<file path="config.mk">
export PLATFORM = sky130hd
export DESIGN_NAME = pe_result_serializer
export DESIGN_NICKNAME = d
export VERILOG_FILES = /design/src/rtl/pe_pkg.sv /design/src/rtl/pe_byte_select.sv /design/src/rtl/pe_result_serializer.sv
export SDC_FILE = /design/constraint.sdc
export NUM_CORES = 1
export LEC_CHECK = 0
export ABC_AREA = 1
export CORE_ASPECT_RATIO = 0.75
export CORE_MARGIN = 2
export CORE_UTILIZATION = 51
export DETAILED_ROUTE_END_ITERATION = 8
export PLACE_DENSITY = 0.86
export RECOVER_POWER = 100
export SLEW_MARGIN = 5
export SYNTH_ARGS = -nofsm -noshare
export SYNTH_HDL_FRONTEND = slang
export SYNTH_SLANG_ARGS = --single-unit
</file>
<file path="constraint.sdc">
create_clock -name clk -period 2.63 [get_ports clk]
set_clock_uncertainty 0.15 [all_clocks]
set_input_delay 0.3945 -clock clk [delete_from_list [all_inputs] [get_ports clk]]
set_output_delay 0.3945 -clock clk [all_outputs]
set_load 0.01 [all_outputs]
</file>
<file path="src/rtl/pe_pkg.sv">
// Shared constants and state encoding for the PE result serializer.
package pe_pkg;

    localparam int unsigned DEFAULT_OUTPUT_WIDTH = 32;
    localparam int unsigned BYTE_BITS            = 8;

    typedef enum logic [1:0] {
        IDLE,
        SEND,
        DONE
    } state_t;

endpackage

</file>
<file path="src/rtl/pe_byte_select.sv">
// Combinational byte mux: picks byte byte_idx of element elem_idx from the snapshot.
module pe_byte_select
    import pe_pkg::*;
#(
    parameter int unsigned ELEMS          = 4,
    parameter int unsigned BYTES_PER_WORD = 4,
    parameter int unsigned ELEM_W         = 2,
    parameter int unsigned BIDX_W         = 2
) (
    input  logic [ELEMS*BYTES_PER_WORD*BYTE_BITS-1:0] snapshot,
    input  logic [ELEM_W-1:0]                         elem_idx,
    input  logic [BIDX_W-1:0]                         byte_idx,
    output logic [BYTE_BITS-1:0]                      out_byte
);

    // Explicit mux over legal (elem, byte) pairs keeps every select in range.
    always_comb begin
        out_byte = '0;
        for (int unsigned e = 0; e < ELEMS; e++) begin
            for (int unsigned b = 0; b < BYTES_PER_WORD; b++) begin
                if (elem_idx == ELEM_W'(e) && byte_idx == BIDX_W'(b)) begin
                    out_byte = snapshot[(e*BYTES_PER_WORD + b)*BYTE_BITS +: BYTE_BITS];
                end
            end
        end
    end

endmodule

</file>
<file path="src/rtl/pe_result_serializer.sv">
// Snapshots the MxN accumulator grid on start and streams it out one byte per
// valid/ready transfer, LSB-first within a word, elements in row-major order.
module pe_result_serializer
    import pe_pkg::*;
#(
    parameter int unsigned M            = 2,
    parameter int unsigned N            = 2,
    parameter int unsigned OUTPUT_WIDTH = DEFAULT_OUTPUT_WIDTH
) (
    input  logic                        clk,
    input  logic                        rst_n,
    input  logic                        start,
    input  logic [M*N*OUTPUT_WIDTH-1:0] data_in,
    input  logic                        out_ready,
    output logic                        out_valid,
    output logic [BYTE_BITS-1:0]        out_byte,
    output logic                        out_last,
    output logic                        busy,
    output logic                        done
);

    localparam int unsigned BYTES_PER_WORD = OUTPUT_WIDTH / BYTE_BITS;
    localparam int unsigned ELEMS          = M * N;
    localparam int unsigned ELEM_W         = (ELEMS > 1) ? $clog2(ELEMS) : 1;
    localparam int unsigned BIDX_W         = (BYTES_PER_WORD > 1) ? $clog2(BYTES_PER_WORD) : 1;
    localparam logic [ELEM_W-1:0] LAST_ELEM = ELEM_W'(ELEMS - 1);
    localparam logic [BIDX_W-1:0] LAST_BYTE = BIDX_W'(BYTES_PER_WORD - 1);

    state_t                        state_q;
    state_t                        state_d;
    logic [M*N*OUTPUT_WIDTH-1:0]   snap_q;
    logic [ELEM_W-1:0]             elem_q;
    logic [BIDX_W-1:0]             byte_q;
    logic [BYTE_BITS-1:0]          sel_byte;
    logic                          at_last;
    logic                          xfer;

    pe_byte_select #(
        .ELEMS          (ELEMS),
        .BYTES_PER_WORD (BYTES_PER_WORD),
        .ELEM_W         (ELEM_W),
        .BIDX_W         (BIDX_W)
    ) u_byte_select (
        .snapshot (snap_q),
        .elem_idx (elem_q),
        .byte_idx (byte_q),
        .out_byte (sel_byte)
    );

    always_ff @(posedge clk or negedge rst_n) begin
        if (!rst_n) begin
            state_q <= IDLE;
        end else begin
            state_q <= state_d;
        end
    end

    always_comb begin
        state_d   = state_q;
        out_valid = 1'b0;
        out_last  = 1'b0;
        busy      = 1'b0;
        done      = 1'b0;
        out_byte  = '0;
        at_last   = (elem_q == LAST_ELEM) && (byte_q == LAST_BYTE);
        xfer      = 1'b0;
        unique case (state_q)
            IDLE: begin
                if (start) begin
                    state_d = SEND;
                end
            end
            SEND: begin
                out_valid = 1'b1;
                busy      = 1'b1;
                out_byte  = sel_byte;
                out_last  = at_last;
                xfer      = out_ready;
                if (out_ready && at_last) begin
                    state_d = DONE;
                end
            end
            DONE: begin
                busy    = 1'b1;
                done    = 1'b1;
                state_d = IDLE;
            end
            default: state_d = IDLE;
        endcase
    end

    // Capture only from IDLE so a start during SEND/DONE never disturbs the held snapshot.
    always_ff @(posedge clk or negedge rst_n) begin
        if (!rst_n) begin
            snap_q <= '0;
            elem_q <= '0;
            byte_q <= '0;
        end else if (state_q == IDLE && start) begin
            snap_q <= data_in;
            elem_q <= '0;
            byte_q <= '0;
        end else if (xfer) begin
            if (byte_q == LAST_BYTE) begin
                byte_q <= '0;
                elem_q <= (elem_q == LAST_ELEM) ? '0 : elem_q + 1'b1;
            end else begin
                byte_q <= byte_q + 1'b1;
            end
        end
    end

endmodule
</file>
After elaboration in Yosys (flattened, before gate mapping)
Index checks and enable logic that the tools add are counted.

word-level totals
  register bits after elaboration = 134
  word-level logic and storage cells = 74

cells by class
  add/sub/neg operators = 2
  equal/unequal tests = 10
  multiplexer cells = 32
  reductions and logical operators = 26

operators by type and width
  operator                                                               number
  8-bit 2-to-1 mux                                                       17
  1-bit logical AND                                                      18
  2-bit 2-to-1 mux                                                       9
  2-bit equality test, second input constant                             5
  2-bit by 1-bit equality test with 1-bit output, second input constant  3
  2-bit logical NOT                                                      3
  1-bit 2-to-1 mux                                                       5
  2-bit by 1-bit adder with 2-bit output, second input constant          2
  2-bit != test, second input constant                                   2
  2-bit one-hot mux with 2 select lines                                  1
  2-bit AND reduction                                                    2
  2-bit nonzero test                                                     2
  2-bit OR reduction                                                     1

Depth between registers and ports, before layout
  word-level depth = 19
  mapped depth = 22

Modules after synthesis
From an unflattened synthesis, not the netlist that was laid out.

second synthesis, totals
  cell total of the unflattened synthesis = 871
  area, all modules = 6,397.4 sq um

modules (own cells, without submodules)
  module                instances  cells an instance  area each (sq um)  seq. area each (sq um)
  pe_result_serializer  1          605                5,265.0            3,353.2
  pe_byte_select        1          266                1,132.3            0.0

Worst setup path after synthesis
Ideal clock, no wire load.

  path type = reg-to-output
  start = reg elem_q[0]
  end = out out_byte[6]
  arrival = 2.013 ns
  data required time = 2.086 ns
  path slack = 0.072 ns
  cell stages (with the launch flop) = 23
  path buffers = 0
  cells stage by stage = dfrtp_1 inv_1 ha_1 nand2_2 clkinv_2 nand2_1 nand3_1 nand3_1 nand2_1 nand2_1 nand2_1 nand2_1 nand2_1 nand3_1 nand3_1 nand3_1 nand2_1 nand2_1 nand3_1 nand2_1 nand2_1 nand2_1 a21oi_2

between the ends
  longest elaborated chain between the ends = 19
  elaborated cells between the ends (all ways) = 37

RTL lines
  what                            RTL line                     source
  from (decl)                     pe_result_serializer.sv:32   logic [ELEM_W-1:0] elem_q;
  from (signal assigned)          pe_result_serializer.sv:105  elem_q <= (elem_q == LAST_ELEM) ? '0 : elem_q + 1'b1;
  2-bit logical NOT               pe_byte_select.sv:21         if (elem_idx == ELEM_W'(e) && byte_idx == BIDX_W'(b)) begin
  1-bit logical AND               pe_byte_select.sv:21
  8-bit 2-to-1 mux (15 in a row)  pe_byte_select.sv:21
  8-bit 2-to-1 mux (*)            pe_byte_select.sv:21
  8-bit 2-to-1 mux (*)            pe_result_serializer.sv:67   unique case (state_q)
  to (decl)                       pe_result_serializer.sv:16   output logic [BYTE_BITS-1:0] out_byte,

Every way passes the cells marked *; elsewhere a longest branch is shown, timed or not.

Worst setup path in the final report
  start = reg byte_q[0]
  end = out out_byte[7]

between the ends
  longest elaborated chain between the ends = 19
  elaborated cells between the ends (all ways) = 37

RTL lines
  what                            RTL line                     source
  from (decl)                     pe_result_serializer.sv:33   logic [BIDX_W-1:0] byte_q;
  from (signal assigned)          pe_result_serializer.sv:107  byte_q <= byte_q + 1'b1;
  2-bit logical NOT               pe_byte_select.sv:21
  1-bit logical AND               pe_byte_select.sv:21
  8-bit 2-to-1 mux (15 in a row)  pe_byte_select.sv:21
  8-bit 2-to-1 mux (*)            pe_byte_select.sv:21
  8-bit 2-to-1 mux (*)            pe_result_serializer.sv:67

Marked as above.

==> flow_summary_export.csv <==
group,metric,value,unit
global_routing,track_usage,26.6,%
synthesis,synth-edff-count,0,
sta,setup_ws,-0.660,ns
sta,slew_headroom,24.8,%
power,switching_share,37.7,%
synthesis,synthFlopType,"dfrtp_1",
global_routing,first_global_vias,5710,
synthesis,ys_warn_count,0,
power,cell_internal_pwr,6.99,mW
synthesis,ys_seq_area_share,49.6,%
drt,drc,0,
floorplan,dieArea,0.0142,mm^2
synthesis,yosysTopAreaCellShare,49.6,%
clocking,cts_tree,"done",
drt,drtAntennaViolNets,0,
global_routing,antenna_found_initial,0,
power,p_sw,4.23,mW
floorplan,rows,36,
power,power_leakage,4.45,nW
clocking,clockRootBuffer,"clkbuf_16",
min_path,holdCritPathClass,"register to register",
clocking,cts_made_buffers,17,
placed_design,io_buffer_count,143,
drt,vias,5650,
placed_design,dp.cells,1007,
clocking,htreeDepth,4,
drt,wirelength,18.1,mm
floorplan,initial_core_util,52.1,%
cells_and_area,nets,1012,
sta,rsz0062_at_grt,"yes",
synthesis,synth_common_cells,"nand2_1 (151), dfrtp_1 (134), mux2_1 (127)",
synthesis,async_flop_share,100,%
synthesis,syn_nets,820,
worst_setup_path,crit_type,"register to output pin",
floorplan,die_w,137,um
sta,tns,-4.82,ns
floorplan,core_area,0.0130,mm^2
drt,drt_iter0_markers,511,
sta,tightest_slew,1.13,ns
sta,hold_viol_final,0,
global_routing,grt_max_degree,83,
synthesis,syn-cell-area,0.00676,mm^2
sta,fmax,304,MHz
placed_design,hpwlAfterDp,12.5,mm
cells_and_area,area_delta_synth_final,42.3,%
power,clockPowerShare,21.4,%
worst_setup_path,setup.worst_path.start_class,"register",
floorplan,chipHeight,104,um
cells_and_area,n_antenna_cell,0,
cells_and_area,stdcell_count,1051,
power,vdd_drop_max,0.000676,V
run,drv_cap,0,
floorplan,pin_count,144,
worst_setup_path,required,2.09,ns
cells_and_area,drive_above_1_share,21.3,%
run_status,outcome,"complete, but fails checks",
cells_and_area,multiInputGateArea,0.00330,mm^2
power,seqPwrFrac,34.1,%
worst_setup_path,cp_max_fo,8,
clocking,cts_sinks,134,
synthesis,yosysMostFrequentCell,"nand2_1",
sta,period_share,125,%
sta,fin_crit,3.29,ns
synthesis,avgSynthCellArea,10.0,um^2
worst_setup_path,endpoint_kind,"output pin",
clocking,cts.clk_slew.worst_paths,0.06,ns
drt,firstDrtPassIters,5,
clocking,clock_latency,0.41,ns
power,power_density,1170,mW/mm^2
cells_and_area,nFillCells,895,
global_routing,grt_pass1_wl,29.1,mm
clocking,cts_buffer_depth,2,
worst_setup_path,worstPathArrival,2.75,ns
synthesis,synth_seq_cells,134,
synthesis,synth_cell_type_count,28,
global_routing,grt.overflow.total,0,
synthesis,synthTopCellsByArea,"dfrtp_1 (50%), mux2_1 (21%), nand2_1 (8.4%)",
sta,setup_viol,8,
cells_and_area,regArea,0.00335,mm^2
drt,vias_per_cell,5.38,
placed_design,gp_congestion,0.903,
power,p_comb_share,44.5,%
synthesis,syn_inst,676,
synthesis,synth_top_cell_by_area,"dfrtp_1",
sta,drv_slew,0,
drt,drt-wirelength-per-cell,17.2,um
run_status,violations,"negative setup slack",
[critical path: stages (launching register included)]
cell and delay [ns]:
dfrtp_2 0.45, buf_4 0.15, buf_6 0.11, ha_4 0.18, nand2_8 0.10, inv_6 0.05, buf_4 0.12, nand2_1 0.08
nand3_2 0.09, nand2_1 0.09, nand2_1 0.06, nand2_1 0.07, nand3_1 0.07, nand3_1 0.08, nand3_1 0.07, nand3_1 0.08
nand2_1 0.08, nand2_1 0.06, nand2_1 0.07, nand2_2 0.09, a21oi_2 0.05, buf_2 0.14
[per-stage QoR]
step	utilization [%]	hold WS [ns]	setup WS (ns)	total power, mW	area, um^2
after floorplan	-	-0.0511	0.0724	6.47	6760
after global placement	67.4	0.197	-0.683	8.13	8740
after detailed placement	67.4	0.197	-0.717	8.31	8740
after CTS	74.0	0.326	-0.646	11.1	9600
after global routing	74.2	0.351	-0.847	12.0	9620
final	74.2	0.335	-0.660	11.2	9620
[layout by cell type (no fill, tap or decap), drive strengths merged]
cell           count
a21oi             12
a41oi              1
buf               59
bufbuf             1
bufinv             2
clkbuf            27
clkdlybuf4s50    133
clkinv             3
clkinvlp           5
dfrtp            134
dlygate4sd3        1
ha                12
inv               45
mux2             127
nand2            160
nand3             69
nand4              1
nor2              51
o211ai             7
o21ai             13
or2               17
[power by group through the flow]
stage	Combinational, mW	Sequential [mW]	Clock [mW]
final	4.99	3.83	2.40
after global routing	5.50	3.94	2.52
after global placement	4.36	3.77	0
after CTS	4.86	3.80	2.42
after floorplan	2.96	3.52	0
after detailed placement	4.50	3.81	0
[sequential cells by signal (all words and copies together) (netlist names)]
name and flops:
state_q 2, byte_q 2, elem_q 2, snap_q 128
[worst paths after layout]
kind | start | end | slack, ns | depth (start not counted)
min in group asynchronous | rst_n | snap_q[85] | 0.58 | 2
worst min register to register | snap_q[67] | snap_q[67] | 0.33 | 1
max in group asynchronous | rst_n | byte_q[0] | 0.42 | 3
worst max register to register | state_q[0] | elem_q[1] | 0.12 | 7
worst max-delay path | byte_q[0] | out_byte[7] | -0.66 | 21
worst min-delay path | snap_q[67] | snap_q[67] | 0.33 | 1
[cell type report]
| type | count | share of cell area (%) |
|---|---|---|
| flip-flops and latches | 134 | 34.9 |
| multi-input cells | 470 | 34.3 |
| repair buffers | 200 | 20.4 |
| clock buffers | 21 | 4.99 |
| well taps | 171 | 2.22 |
| inverters | 45 | 1.99 |
| clock inverters | 10 | 1.25 |
[cells by family after synthesis]
logic type	share of synthesized area (%)
mux	21.2
buf+inv	4.70
compound gates	3.20
fa+ha+maj	2.22
flops	49.6
simple gates	19.1
[repair_timing]
item                                    4_1_cts  5_1_grt
pin swaps                                    25       19
buffers inserted                              7        1
gates cloned                                  4        0
hold endpoints to repair                     44        0
hold buffers                                  1        0
endpoints found under the setup margin        9       10
gates resized for setup                      78       15
[metal layers]
metal / vias up / GRT usage (%) / wire length (um) / part of all wire [%]
met3: 33 / 6.85 / 1380 / 7.6
met4: 0 / 8.10 / 347 / 1.9
met5: - / 0 / 0 / 0
met1: 2759 / 38.2 / 8330 / 46
met2: 228 / 39.8 / 8050 / 44
li1: 2630 / - / - / -
(Power assumes the default switching activity.)
==> edit, RTL diff (same settings) <==
Re-encode `state_t` (3 states) as one-hot, 3 bits wide.
--- a/src/rtl/pe_pkg.sv
+++ b/src/rtl/pe_pkg.sv
@@ -4,10 +4,10 @@
     localparam int unsigned DEFAULT_OUTPUT_WIDTH = 32;
     localparam int unsigned BYTE_BITS            = 8;
 
-    typedef enum logic [1:0] {
-        IDLE,
-        SEND,
-        DONE
+    typedef enum logic [2:0] {
+        IDLE = 3'b001,
+        SEND = 3'b010,
+        DONE = 3'b100
     } state_t;
 
 endpackage
Check against the original RTL: same outputs for any inputs over 10 cycles, from zero or initial values and one cycle with rst_n low; not proved beyond that.
==> edit against the original RTL <==
- the run ends with capacitance limit, slew limit, setup timing left
- wire length rose by 22%
- power grew 1.4%
- area after synthesis down 0.28%
- worst setup slack worse by 150 ps
- sequential cell count up 1
- design area grew 2.0%
- sequential share of layout area shrank 0.41 points
- cell count rose by 24%
- global-route usage grew 2.2 points
- critical path type unchanged
- largest cell class is now multi-input combinational cells
==> edit: results <==
metrics = {
    "critical_path": {
        "r2r-start": "state_q[0]$_DFFE_PN1P_",
        "arrival_ps": 2900,
        "r2r_slack_ps": 300,
        "crit_start": "byte_q[1]$_DFFE_PN0P_",
        "slowest_stage": "dfrtp_1",
        "rr_endpoint": "snap_q[18]$_DFFE_PN0P_",
        "crit_fanout": 7,
    },
    "finish": {
        "fillCellCount": 846,
        "num-nets-final": 1260,
    },
    "timing": {
        "slew_viol_final": 69,
        "tightest_slew_ps": 1682,
        "finalWorstSetupSlack_ps": -812.5,
        "final-setup-viol-count": 8,
    },
    "route": {
        "wl_met1_um": 8988,
        "first_pass_iters": 7,
        "wl_um": 22020,
        "wl_per_cell_um": 16.88,
        "drt_iter0_markers": 774,
        "viasPerCell": 5.413,
    },
    "status": {
        "status": "complete, but fails checks",
        "failed_checks": "capacitance limit, slew limit, setup timing",
    },
    "global_routing": {
        "grt_max_degree": 90,
        "use_met2_pct": 44.57,
        "grtUsageTotal_pct": 28.83,
        "met1_usage_pct": 40.98,
        "grt_first_pass_wirelength_um": 32220,
        "use_met3_pct": 7.097,
    },
    "job": {
        "drv_cap": 1,
    },
    "clock_tree": {
        "postCtsResizedCells": 87,
    },
    "pwr": {
        "powerComb_w": 0.00500,
        "p_leak_nw": 5.152,
        "pg_seq_w": 0.00375,
        "p_int_w": 0.006706,
    },
    "logic_synthesis": {
        "synth.distinct_cells": 23,
        "ys_top_cells_by_area": "dfrtp_1 (50%), nand2_1 (29%), nand3_1 (5.8%), nor2_1 (3.6%), clkbuf_1 (2.0%)",
        "syn_avg_cell_area_um2": 7.109,
        "yosysSeqAreaShare_pct": 50.15,
    },
    "placement": {
        "post_dp_cell_area_um2": 8578,
        "pre_cts_slack_ps": -728.9,
        "place_congestion": 0.8669,
    },
    "worst_hold_path": {
        "hold_start": "snap_q[51]$_DFFE_PN0P_",
        "hold_path_end": "snap_q[51]$_DFFE_PN0P_",
    },
}
-- edit: cell count changes after synthesis, sizes merged, moves of 6 or more --
cell	before	now
nand2	158	532
clkbuf	15	38
nand3	69	79
nor2	51	65
mux2	127	0
buf	14	7
o211ai	7	1
-- edit: final cells by class --
cell class | count | area share, %
Multi-Input combinational cell | 728 | 34.88
Sequential cell | 135 | 34.46
Timing Repair Buffer | 198 | 20.06
Clock buffer | 22 | 4.936
Tap cell | 171 | 2.181
Inverter | 40 | 1.798
Clock inverter | 10 | 1.683
-- edit: cells by family after synthesis --
| group | Yosys count | share of synthesized area [%] |
|---|---|---|
| buffers and inverters | 85 | 5.291 |
| adder cells (fa/ha/maj) | 8 | 1.485 |
| AO/OA/AOI/OAI | 22 | 1.782 |
| AND/OR/NAND/NOR | 698 | 41.29 |
| flip-flops | 135 | 50.15 |
-- edit: tightest hold or removal path: stages, from the launching register on --
cell	delay, ps
dfrtp_1	340
nand2_1	50
nand2_1	50
